File: src/rtl/aes_mode_chain_ctrl_pkg.sv
`default_nettype none
// ============================================================================
// Module  : aes_mode_pkg
// Brief   : Mode encodings, controller state enum and block width shared by
//           the AES block-chaining controller, its interface and sub-modules.
// Revision: 1.0 - initial release
// ============================================================================
package aes_mode_pkg;

    localparam int c_blk_w = 128;

    typedef enum logic [1:0] {
        MODE_ECB = 2'b00,
        MODE_CBC = 2'b01,
        MODE_CTR = 2'b10,
        MODE_OFB = 2'b11
    } aes_mode_e;

    typedef enum logic [2:0] {
        ST_IDLE    = 3'd0,
        ST_LOAD_IV = 3'd1,
        ST_ACCEPT  = 3'd2,
        ST_ISSUE   = 3'd3,
        ST_WAIT    = 3'd4,
        ST_OUTPUT  = 3'd5
    } chain_state_e;

endpackage
`default_nettype wire

File: src/rtl/aes_mode_chain_ctrl_if.sv
`default_nettype none
// ============================================================================
// Module  : aes_mode_chain_ctrl_if
// Brief   : Plaintext/ciphertext streams, AES core launch/result and feedback
//           register controls around the chaining controller.
// Revision: 1.0 - initial release
// ============================================================================
interface aes_mode_chain_ctrl_if;
    import aes_mode_pkg::*;

    logic               s_valid;
    logic               s_ready;
    logic [c_blk_w-1:0] s_data;
    logic               s_last;

    logic               m_valid;
    logic               m_ready;
    logic [c_blk_w-1:0] m_data;

    logic               core_start;
    logic [c_blk_w-1:0] core_in;
    logic               core_done;
    logic [c_blk_w-1:0] core_out;

    logic [c_blk_w-1:0] fb_in;
    logic               fb_load_iv;
    logic               fb_update;
    logic [c_blk_w-1:0] fb_data;

    // Controller side
    modport master (
        input  s_valid, s_data, s_last,
        output s_ready,
        output m_valid, m_data,
        input  m_ready,
        output core_start, core_in,
        input  core_done, core_out,
        input  fb_in,
        output fb_load_iv, fb_update, fb_data
    );

    // Surrounding datapath side
    modport slave (
        output s_valid, s_data, s_last,
        input  s_ready,
        input  m_valid, m_data,
        output m_ready,
        input  core_start, core_in,
        output core_done, core_out,
        output fb_in,
        input  fb_load_iv, fb_update, fb_data
    );

endinterface
`default_nettype wire

File: src/rtl/aes_mode_chain_ctrl_ctr_inc.sv
`default_nettype none
// ============================================================================
// Module  : aes_ctr_inc
// Brief   : Increments the low CTR_W bits of a block modulo 2^CTR_W and
//           passes the upper bits through unchanged.
// Revision: 1.0 - initial release
// ============================================================================
module aes_ctr_inc #(
    parameter int CTR_W = 32,
    parameter int BLK_W = 128
) (
    input  logic [BLK_W-1:0] i_blk,
    output logic [BLK_W-1:0] o_blk
);

    generate
        if (CTR_W >= BLK_W) begin : g_full
            assign o_blk = i_blk + BLK_W'(1);
        end else begin : g_part
            assign o_blk = {i_blk[BLK_W-1:CTR_W], i_blk[CTR_W-1:0] + CTR_W'(1)};
        end
    endgenerate

endmodule
`default_nettype wire

File: src/rtl/aes_mode_chain_ctrl.sv
`default_nettype none
// ============================================================================
// Module  : aes_mode_chain_ctrl
// Brief   : ECB/CBC/CTR/OFB encrypt chaining controller between the plaintext
//           stream, the AES core and the 128-bit feedback register.
// Revision: 1.0 - initial release
// ============================================================================
module aes_mode_chain_ctrl
    import aes_mode_pkg::*;
#(
    parameter int CTR_W = 32
) (
    input  logic                  clk,
    input  logic                  reset_n,
    input  logic                  start,
    input  logic [1:0]            mode,
    output logic                  busy,
    aes_mode_chain_ctrl_if.master bus
);

    chain_state_e       r_state,    w_state_nxt;
    aes_mode_e          r_mode,     w_mode_nxt;
    logic [c_blk_w-1:0] r_pt,       w_pt_nxt;
    logic               r_last,     w_last_nxt;
    logic [c_blk_w-1:0] r_m_data,   w_m_data_nxt;
    logic [c_blk_w-1:0] r_core_in,  w_core_in_nxt;
    logic [c_blk_w-1:0] r_fb_data,  w_fb_data_nxt;
    logic               r_s_ready,  w_s_ready_nxt;
    logic               r_m_valid,  w_m_valid_nxt;
    logic               r_core_start, w_core_start_nxt;
    logic               r_fb_load_iv, w_fb_load_iv_nxt;
    logic               r_fb_update,  w_fb_update_nxt;
    logic               r_busy,     w_busy_nxt;
    logic [c_blk_w-1:0] w_ctr_next;

    aes_ctr_inc #(
        .CTR_W (CTR_W),
        .BLK_W (c_blk_w)
    ) u_ctr_inc (
        .i_blk (bus.fb_in),
        .o_blk (w_ctr_next)
    );

    always_comb begin
        w_state_nxt   = r_state;
        w_mode_nxt    = r_mode;
        w_pt_nxt      = r_pt;
        w_last_nxt    = r_last;
        w_m_data_nxt  = r_m_data;
        w_core_in_nxt = r_core_in;
        w_fb_data_nxt = r_fb_data;

        case (r_state)
            ST_IDLE: begin
                if (start) begin
                    w_mode_nxt  = aes_mode_e'(mode);
                    w_state_nxt = (mode == MODE_ECB) ? ST_ACCEPT : ST_LOAD_IV;
                end
            end
            ST_LOAD_IV: w_state_nxt = ST_ACCEPT;
            ST_ACCEPT: begin
                if (bus.s_valid) begin
                    w_pt_nxt    = bus.s_data;
                    w_last_nxt  = bus.s_last;
                    w_state_nxt = ST_ISSUE;
                    // Core input is formed from s_data because pt_r loads on this same edge
                    case (r_mode)
                        MODE_ECB: w_core_in_nxt = bus.s_data;
                        MODE_CBC: w_core_in_nxt = bus.s_data ^ bus.fb_in;
                        MODE_CTR: w_core_in_nxt = bus.fb_in;
                        MODE_OFB: w_core_in_nxt = bus.fb_in;
                    endcase
                end
            end
            ST_ISSUE: w_state_nxt = ST_WAIT;
            ST_WAIT: begin
                if (bus.core_done) begin
                    w_state_nxt = ST_OUTPUT;
                    case (r_mode)
                        MODE_ECB: w_m_data_nxt = bus.core_out;
                        MODE_CBC: begin
                            w_m_data_nxt  = bus.core_out;
                            w_fb_data_nxt = bus.core_out;
                        end
                        MODE_CTR: begin
                            w_m_data_nxt  = r_pt ^ bus.core_out;
                            w_fb_data_nxt = w_ctr_next;
                        end
                        MODE_OFB: begin
                            w_m_data_nxt  = r_pt ^ bus.core_out;
                            w_fb_data_nxt = bus.core_out;
                        end
                    endcase
                end
            end
            ST_OUTPUT: begin
                if (bus.m_ready) begin
                    w_state_nxt = r_last ? ST_IDLE : ST_ACCEPT;
                end
            end
            default: w_state_nxt = ST_IDLE;
        endcase
    end

    // Strobes are decoded from the next state so every output leaves a flop
    assign w_s_ready_nxt    = (w_state_nxt == ST_ACCEPT);
    assign w_m_valid_nxt    = (w_state_nxt == ST_OUTPUT);
    assign w_core_start_nxt = (w_state_nxt == ST_ISSUE);
    assign w_fb_load_iv_nxt = (w_state_nxt == ST_LOAD_IV);
    assign w_fb_update_nxt  = (r_state == ST_WAIT) && bus.core_done && (r_mode != MODE_ECB);
    assign w_busy_nxt       = (w_state_nxt != ST_IDLE);

    always_ff @(posedge clk or negedge reset_n) begin
        if (!reset_n) begin
            r_state      <= ST_IDLE;
            r_mode       <= MODE_ECB;
            r_pt         <= '0;
            r_last       <= 1'b0;
            r_m_data     <= '0;
            r_core_in    <= '0;
            r_fb_data    <= '0;
            r_s_ready    <= 1'b0;
            r_m_valid    <= 1'b0;
            r_core_start <= 1'b0;
            r_fb_load_iv <= 1'b0;
            r_fb_update  <= 1'b0;
            r_busy       <= 1'b0;
        end else begin
            r_state      <= w_state_nxt;
            r_mode       <= w_mode_nxt;
            r_pt         <= w_pt_nxt;
            r_last       <= w_last_nxt;
            r_m_data     <= w_m_data_nxt;
            r_core_in    <= w_core_in_nxt;
            r_fb_data    <= w_fb_data_nxt;
            r_s_ready    <= w_s_ready_nxt;
            r_m_valid    <= w_m_valid_nxt;
            r_core_start <= w_core_start_nxt;
            r_fb_load_iv <= w_fb_load_iv_nxt;
            r_fb_update  <= w_fb_update_nxt;
            r_busy       <= w_busy_nxt;
        end
    end

    assign bus.s_ready    = r_s_ready;
    assign bus.m_valid    = r_m_valid;
    assign bus.m_data     = r_m_data;
    assign bus.core_start = r_core_start;
    assign bus.core_in    = r_core_in;
    assign bus.fb_load_iv = r_fb_load_iv;
    assign bus.fb_update  = r_fb_update;
    assign bus.fb_data    = r_fb_data;
    assign busy           = r_busy;

endmodule
`default_nettype wire

File: src/flat_wrapper.sv
// flat-port wrapper written by rule: the top's interface ports become plain ports
module aes_mode_chain_ctrl_flat import aes_mode_pkg::*;
#(
    parameter int CTR_W = 32
)
  (clk, reset_n, start, mode, busy, bus_s_valid, bus_s_data, bus_s_last, bus_s_ready, bus_m_valid, bus_m_data, bus_m_ready, bus_core_start, bus_core_in, bus_core_done, bus_core_out, bus_fb_in, bus_fb_load_iv, bus_fb_update, bus_fb_data);
  aes_mode_chain_ctrl_if bus_i ();
  input  logic clk;
  input  logic reset_n;
  input  logic start;
  input  logic [1:0] mode;
  output logic busy;
  input wire logic [$bits(bus_i.s_valid)-1:0] bus_s_valid;
  input wire logic [$bits(bus_i.s_data)-1:0] bus_s_data;
  input wire logic [$bits(bus_i.s_last)-1:0] bus_s_last;
  output wire logic [$bits(bus_i.s_ready)-1:0] bus_s_ready;
  output wire logic [$bits(bus_i.m_valid)-1:0] bus_m_valid;
  output wire logic [$bits(bus_i.m_data)-1:0] bus_m_data;
  input wire logic [$bits(bus_i.m_ready)-1:0] bus_m_ready;
  output wire logic [$bits(bus_i.core_start)-1:0] bus_core_start;
  output wire logic [$bits(bus_i.core_in)-1:0] bus_core_in;
  input wire logic [$bits(bus_i.core_done)-1:0] bus_core_done;
  input wire logic [$bits(bus_i.core_out)-1:0] bus_core_out;
  input wire logic [$bits(bus_i.fb_in)-1:0] bus_fb_in;
  output wire logic [$bits(bus_i.fb_load_iv)-1:0] bus_fb_load_iv;
  output wire logic [$bits(bus_i.fb_update)-1:0] bus_fb_update;
  output wire logic [$bits(bus_i.fb_data)-1:0] bus_fb_data;
  assign bus_i.s_valid = bus_s_valid;
  assign bus_i.s_data = bus_s_data;
  assign bus_i.s_last = bus_s_last;
  assign bus_s_ready = bus_i.s_ready;
  assign bus_m_valid = bus_i.m_valid;
  assign bus_m_data = bus_i.m_data;
  assign bus_i.m_ready = bus_m_ready;
  assign bus_core_start = bus_i.core_start;
  assign bus_core_in = bus_i.core_in;
  assign bus_i.core_done = bus_core_done;
  assign bus_i.core_out = bus_core_out;
  assign bus_i.fb_in = bus_fb_in;
  assign bus_fb_load_iv = bus_i.fb_load_iv;
  assign bus_fb_update = bus_i.fb_update;
  assign bus_fb_data = bus_i.fb_data;
  aes_mode_chain_ctrl #(.CTR_W(CTR_W)) u_core (.clk(clk), .reset_n(reset_n), .start(start), .mode(mode), .busy(busy), .bus(bus_i));
endmodule
File: config.mk
export PLATFORM = sky130hd
export DESIGN_NAME = aes_mode_chain_ctrl_flat
export DESIGN_NICKNAME = d
export VERILOG_FILES = /design/src/rtl/aes_mode_chain_ctrl_pkg.sv /design/src/rtl/aes_mode_chain_ctrl_if.sv /design/src/rtl/aes_mode_chain_ctrl_ctr_inc.sv /design/src/rtl/aes_mode_chain_ctrl.sv /design/src/flat_wrapper.sv
export SDC_FILE = /design/constraint.sdc
export NUM_CORES = 1
export LEC_CHECK = 0
export ABC_AREA = 1
export CORE_AREA = 2 2 301 303
export DETAILED_ROUTE_END_ITERATION = 6
export DIE_AREA = 0 0 303 305
export HOLD_SLACK_MARGIN = 0.06
export PLACE_DENSITY_LB_ADDON = 0.25
export SETUP_SLACK_MARGIN = 0.3
export SYNTH_ARGS = -nofsm -noshare
export SYNTH_HDL_FRONTEND = slang
export SYNTH_SLANG_ARGS = --single-unit
export TNS_END_PERCENT = 10
File: constraint.sdc
create_clock -name clk -period 3.1 [get_ports clk]
set_clock_uncertainty 0.15 [all_clocks]
set_input_delay 0.31 -clock clk [delete_from_list [all_inputs] [get_ports clk]]
set_output_delay 0.31 -clock clk [all_outputs]
set_load 0.02 [all_outputs]
# == After elaboration in Yosys (flattened, before gate mapping) ==
# Cells that the tools add are included.
# op_classes
n_addsub,1
n_eq_ne,12
n_mux,10
bitwise_logic,2
n_reduce_logical,15
# ops
op,n
$pmux 128 s2,2
$pmux 128 s3,1
$xor 128x128->128,2
$add 32x1->32 const B,1
$pmux 3 s6,1
$eq 3x2->1 const B,4
$mux 3,4
$eq 3x3->1 const B,3
$eq 3x1->1 const B,2
$reduce_and 2->1,3
$reduce_or 2->1,3
$eq 2x2->1 const B,2
$logic_not 2->1,2
$mux 2,2
$reduce_bool 2->1,2
$logic_not 3->1,1
$reduce_and 3->1,1
$reduce_bool 3->1,1
$eq 2x1->1 const B,1
$logic_and 1x1->1,2
# word_totals
regBits,524
out_inout_bits,390
elab_cells,53

# == Longest topological paths before layout ==
# Gate-level depths: netlist of run 1.
# depth
ltp_word,5
mapped_depth,10
depth_no_buf,10

# == Cells and area by module ==
# Synthesis of run 1 repeated with hierarchy kept, for this count alone.
# unflattened
hier_cells,3221
area_unflattened_um2,26220.1
# modules_own_cells
mod,n_inst,cells_per_inst,area_per_inst_um2,seq_area_each_um2
aes_mode_chain_ctrl,1,2933,24554.8,13112.6
aes_ctr_inc,1,288,1665.3,0.0

# == Least setup slack after synthesis of run 1 ==
# OpenSTA, ideal clock, no wires.
# synth_path
path_kind,reg2reg
from,register u_core.r_state[2]
to,register u_core.r_core_in[0] (netlist: u_core.bus.core_in[0])
setup_ns,0.125
t_arrival_ns,1.463
required_time_ns,2.825
setup_slack_ns,1.362
stages_incl_launch_ff,7
n_path_buf,2
synth_period_minus_slack_ns,1.738
cell_sequence,dfrtp_1 nor2_2 nand2_1 nor2_4 buf_4 buf_4 mux2_2
# synth_between
elab_chain_cells,2
# synth_lines
element,line,source
start: declaration,aes_mode_chain_ctrl.sv:21,"chain_state_e r_state, w_state_nxt;"
start signal: assignment,aes_mode_chain_ctrl.sv:129,r_state <= w_state_nxt;
$eq 3x2->1,aes_mode_chain_ctrl.sv:53,case (r_state)
$reduce_and 2->1 (no line),--,
end signal: assignment,aes_mode_chain_ctrl.sv:134,r_core_in <= w_core_in_nxt;
end: declaration,aes_mode_chain_ctrl.sv:26,"logic [c_blk_w-1:0] r_core_in, w_core_in_nxt;"
# Every way passes these cells.
# A chain may end at the register's enable or synchronous reset.

# == Worst setup path after layout of run 1 ==
# layout_path
from,register u_core.r_mode[0]
to,register u_core.r_core_in[82] (netlist: u_core.bus.core_in[82])
# layout_between
elab_chain_cells,3
# layout_lines
element,line,source
start: declaration,aes_mode_chain_ctrl.sv:22,"aes_mode_e r_mode, w_mode_nxt;"
start signal: assignment,aes_mode_chain_ctrl.sv:130,r_mode <= w_mode_nxt;
$eq 2x2->1,aes_mode_chain_ctrl.sv:67,case (r_mode)
$reduce_or 2->1 (no line),--,
$pmux 128 s3 *,aes_mode_chain_ctrl.sv:67,
# Mark *: on every way between the ends. The rest lies on a longest branch, timed or not.

==> results.cfg, run 1 <==
[outcome]
status = finished with violations
violations = design-rule violations

[worst_setup_path]
worst_setup_path_end_kind = register
arrival_ns = 2.76
crit_path_top_delay_cell = inv_4
cp_top_family = buffers and inverters
critPathKind = reg2reg
worstPathMaxFanout = 49
required_ns = 3.45
max_stage_delay_ns = 0.63
start_kind = register
crit_buf_inv = 2
path_cells = nor2_8, inv_4, buf_4, nand2_1, xor2_1, mux2_1

[finish]
area_growth_pct = 45.49
fill_cells = 8869
postLayoutCoreUtil_pct = 40.83
finalNetCount = 3761
final_layout_size_suffix_gt1_share_pct = 9.830

[cts]
numCtsBuffers = 61
cts_max_level = 2
clock_path_buffers = 3
cts_setup_buffers = 0
cts_root_buf = clkbuf_16
cts_num_sinks = 524
path_clk_slew_ns = 0.07
cts_tree = yes
insertion_delay_ns = 0.63

[floorplan]
dieHeight_um = 305
rows = 110
fp.dieW_um = 303
coreArea_sq_um = 89320
die_area_sq_um = 92420
start_util_pct = 28.07
boundaryPins = 783

[route]
ant_nets = 0
remaining_drc_errors = 94
first_iter_violations = 1350
wl_mm = 95.76
num_vias = 21040
wl_per_cell_um = 20.82
first_pass_iters = 7
vias_per_cell = 4.574

[placement]
post-dp-hpwl_mm = 68.83
dpl_worst_slack_ns = 0.3302
place.gp.congestion = 0.8600
portBuffers = 782

[flow_run]
drv_cap = 0

[power]
power.leakage_nw = 15.71
peakVddDrop_mv = 0.5975
power_density_nw_per_um2 = 1050

[synthesis]
syn_area_sq_um = 25070
ys_ff_latch = 524
ys_top_cells_by_area = dfrtp_1, nand2_1, xor2_1
ys_seq_area_share_pct = 52.31
synthCells = 2612
yosysWarnings = 0
synth_top_area_share_pct = 52.31
async_reset_ff_share_pct = 100.0
syn_nets = 3006
synth_most_common_cell = nand2_1
synthDistinctLibCells = 33
synth_edf_count = 0
synth_common_cells = nand2_1, dfrtp_1, xor2_1
ys.flop_type = dfrtp_1
avgSynthCellArea_sq_um = 9.598
synth_top_area_cell = dfrtp_1

[global_route]
gr-usage-all-layers_pct = 20.31
grt_max_degree = 129
antenna_found_initial = 20
overflow = 0
grt_pass1_vias = 21280
grt_pass1_wl_mm = 142.1

[sta]
rsz0062_at_grt = false
worst_pin_slew_ns = 1.023
hold_viol_final = 0
setup_tns_ns = 0
fin_ws_ns = 0.6974
timing.final.crit_period_ns = 2.403
fmax_mhz = 416.2
max_slew_margin_pct = 31.80
fin_crit_sh_pct = 77.50
maxSlewViolCount = 0
setup_viol = 0

[hold_path]
holdCritPathClass = in2async
## state kept, by name, indices dropped and copies added (netlist names)
register               cells
u_core.bus.fb_update       1
u_core.bus.fb_data       128
u_core.bus.m_data        128
u_core.bus.s_ready         1
u_core.bus.core_start      1
u_core.r_mode              2
u_core.busy                1
u_core.bus.m_valid         1
u_core.r_last              1
u_core.bus.core_in       128
u_core.r_state             3
u_core.r_pt              128
u_core.bus.fb_load_iv      1
## where the power goes
group	internal, mW	switching [mW]
logic	8.34	10.2
clock network	4.62	3.06
registers	10.2	1.87
## metrics by stage
step	hold WS [ns]	power [mW]	instance area, sq um	cells
2_1_floorplan	-0.1356	21.90	25070	2612
3_3_place_gp	0.1970	30.74	34330	4479
3_5_place_dp	0.2025	30.94	34330	4479
4_1_cts	0.08639	38.78	36440	4584
5_1_grt	0.1094	40.67	36470	4597
6_report	0.1114	38.29	36470	4599
## routing by layer
layer	vias to the layer above	share of wire, %	global-route usage (%)
met3	165	7.1	4.862
li1	9987	-	-
met4	12	3.3	7.595
met2	709	48	33.10
met1	10160	42	25.94
met5	-	0.095	0
## placed cells by master, fill, tap and decap left out, types with 2 or more instances in the layout
cell / instances
nand2_1: 841
clkdlybuf4s50_1: 781
dfrtp_1: 522
xor2_1: 239
nor2_1: 216
mux2_2: 150
o21ai_0: 136
mux2_1: 106
a31oi_1: 99
clkbuf_16: 63
buf_4: 38
inv_1: 36
nand3_1: 33
xnor2_1: 26
buf_12: 24
a21oi_1: 20
clkbuf_8: 16
diode_2: 15
nand2_2: 10
clkinv_2: 10
bufinv_16: 7
nand3b_1: 5
clkbuf_1: 5
inv_6: 3
nor2_2: 2
nor2_4: 2
o211ai_1: 2
inv_4: 2
dfrtp_4: 2
## area by class of cell
type	count	area, sq um	area share [%]
Sequential cell	524	13120	35.97
Multi-Input combinational cell	1895	10980	30.09
Timing Repair Buffer	845	8608	23.60
Clock buffer	84	1815	4.978
Tap cell	1176	1471	4.034
Clock inverter	20	285.3	0.7821
Inverter	40	160.2	0.4391
Antenna cell	15	37.54	0.1029
## path summary, 6_finish.rpt
| path | start | endpoint | slack [ns] | depth (start not counted) |
|---|---|---|---|---|
| max | u_core.r_mode[0] | u_core.bus.core_in[82] | 0.70 | 6 |
| min | reset_n | u_core.bus.m_data[68] | 0.11 | 2 |
| max reg2reg | u_core.r_mode[0] | u_core.bus.core_in[82] | 0.70 | 6 |
| min reg2reg | u_core.bus.m_data[2] | u_core.bus.m_data[2] | 0.33 | 2 |
| max in group asynchronous | reset_n | u_core.bus.m_data[6] | 1.73 | 4 |
| min in group clk | bus_fb_in[37] | u_core.bus.fb_data[37] | 0.13 | 3 |
## cell families (layout without fill, tap and decap cells)
logic type                 Yosys count  after routing  synth area share, %
muxes                              256            256                11.50
xor gates and xnor gates           265            265                9.258
other                                0             15                    0
adders and majority gates            1              1              0.04990
AOI/OAI and AO/OA                  259            259                5.710
DFF                                524            524                52.31
buffers and inverters              193            989                3.943
and+or+nand+nor                   1114           1114                17.23
## timing repair
| action | CTS | global route |
|---|---|---|
| setup endpoints to repair | 0 | 0 |
| resized for setup | 0 | 0 |
| hold endpoints to repair | 291 | 0 |
| hold buffers | 1 | 0 |
Power figures use the tool's default switching activity.
==> run 2, diff against run 1 <==
Settings changed: CORE_AREA 2 2 301 303 to 2 2 305 307, DIE_AREA 0 0 303 305 to 0 0 307 309.
Clock period 3.1 ns to 2.5 ns, I/O delays scaled along.
==> run 2 against run 1 <==
  * The run now ends clean
  * Total power increased by 27%
  * Wire length increased by 3.0%
  * Die area increased by 2.6%
  * Critical path depth decreased by 5
  * Clock power increased by 34%
  * Worst setup slack got worse by 0.36 ns
  * Register-to-register slack got worse by 0.33 ns
  * Sequential share of layout area decreased by 0.96 points
  * Core utilization increased by 0.18 points
  * Combinational power increased by 26%
  * Largest cell class unchanged
  * Largest power group unchanged
==> results.cfg, run 2 (synthesized netlist as in run 1, its figures left out) <==
[cts]
cts_num_sinks = 524
cts_root_buf = clkbuf_16
insertion_delay_ns = 0.61
path_clk_slew_ns = 0.06
numCtsBuffers = 66
cts_tree = yes
clock_path_buffers = 3
cts_max_level = 3

[sta]
maxSlewViolCount = 0
fmax_mhz = 463.1
worst_pin_slew_ns = 0.8691
fin_hold_ws_ns = 0.1084
timing.final.crit_period_ns = 2.159
rsz0062_at_grt = true
max_slew_margin_pct = 42.06
hold_viol_final = 0
fin_crit_sh_pct = 86.38
setup_viol = 0
fin_ws_ns = 0.3405

[placement]
post-dp-hpwl_mm = 72.09
portBuffers = 782
dpl_worst_slack_ns = -0.03472
place.gp.congestion = 0.8672

[worst_setup_path]
arrival_ns = 1.76
crit_buf_inv = 1
critPathKind = reg2out
ff2ff_path_depth = 6
path_cells = clkdlybuf4s50_1
crit_path_top_delay_cell = clkdlybuf4s50_1
worst_setup_path_end_kind = output pin
crit_cells = 1
required_ns = 2.10
worstPathMaxFanout = 2
cp_top_family = buffers and inverters
reg2reg_from = u_core.r_state[2]
max_stage_delay_ns = 0.78
endpoint = bus_fb_data[35]
reg2reg_slack_ns = 0.37
worstSetupStartpoint = u_core.bus.fb_data[35]
r2r-end = u_core.bus.core_in[15]
start_kind = register

[route]
num_vias = 21330
vias_per_cell = 4.555
remaining_drc_errors = 0
wl_mm = 98.61
wl_per_cell_um = 21.06
ant_nets = 0
first_pass_iters = 5
first_iter_violations = 1294

[hold_path]
holdCritPathClass = in2reg

[floorplan]
fp.dieW_um = 307
coreArea_sq_um = 91390
boundaryPins = 783
die_area_sq_um = 94860
start_util_pct = 27.43
rows = 111
dieHeight_um = 309

[global_route]
grt_pass1_wl_mm = 144.1
grt_pass1_vias = 21770
grt_max_degree = 119
gr-usage-all-layers_pct = 20.05
overflow = 0
antenna_found_initial = 6

[finish]
final_common_cell = nand2_1
area_growth_pct = 49.50
finalNetCount = 3835
final_layout_size_suffix_gt1_share_pct = 10.79
final_cell_mix = nand2_1, clkdlybuf4s50_1, dfrtp_1

[flow_run]
drv_cap = 0

[power]
power_density_nw_per_um2 = 1300
power.leakage_nw = 16.19
peakVddDrop_mv = 0.7459

[outcome]
status = finished, final reports clean
## run 2: changes by cell type in the layout (fill, tap and decap cells not counted), sizes merged
cell and change:
buf +32, bufinv +2, clkbuf +12, clkdlybuf4s50 -1
clkinvlp +1, diode -12, dlygate4sd2 +1, dlygate4sd3 +34
inv +4
## run 2: layer usage
layer / GRT usage [%] / wire length, um / vias up
met1: 24.73 / 41080 / 10370
met2: 34.26 / 48190 / 687
li1: - / - / 10130
met5: 0 / 30 / -
met3: 5.467 / 7057 / 130
met4: 5.820 / 2251 / 4
## run 2: through the flow
stage	TNS, ns	power [mW]	util (%)	instance area, sq um	cells
after floorplan	0	27.15	-	25070	2612
after global placement	0	38.44	37.94	34670	4518
after detailed placement	-0.1320	38.66	37.94	34670	4518
after CTS	0	49.34	40.89	37370	4674
after global routing	0	51.77	41.01	37480	4682
final	0	48.73	41.01	37480	4682
## run 2: timing repair
| action | 4_1_cts | 5_1_grt |
|---|---|---|
| endpoints found under the setup margin | 4 | 63 |
| pin swaps | 0 | 2 |
| gates resized for setup | 1 | 2 |
| hold endpoints to repair | 556 | 0 |
| gates cloned | 0 | 3 |
| buffers inserted | 0 | 2 |
| hold buffers | 36 | 0 |
## run 2: power breakdown
| group | internal [mW] | leakage [nW] | switching [mW] |
|---|---|---|---|
| registers | 12.7 | 6.30 | 2.38 |
| clock network | 6.26 | 1.14 | 4.06 |
| logic | 10.6 | 8.74 | 12.7 |
## run 2: worst min-delay path by stage
stage                              from                endpoint  slack (ns)  cells after the start
after floorplan                 reset_n   u_core.bus.core_in[0]       -0.20                      0
after global placement          reset_n   u_core.bus.m_data[16]       0.005                      1
after detailed placement        reset_n   u_core.bus.m_data[16]       0.007                      1
after CTS                 bus_fb_in[65]  u_core.bus.fb_data[65]        0.06                      3
after global routing      bus_fb_in[69]  u_core.bus.fb_data[69]        0.09                      3
final                     bus_fb_in[70]  u_core.bus.fb_data[70]        0.11                      3
## run 2: final cells by class
class	count	area (sq um)
fill	9053	53910
sequential	524	13120
multi-input combinational	1895	10980
timing repair buffer	914	9399
clock buffer	93	1883
tap	1186	1484
clock inverter	27	446.7
inverter	40	162.7
antenna	3	7.507
## run 2: worst register-to-register path, cell delays in order (launching register included)
cell and delay (ns):
dfrtp_1 0.47, nor2_2 0.18, nand2_1 0.12, nor2_4 0.22
buf_12 0.22, buf_12 0.27, mux2_2 0.41
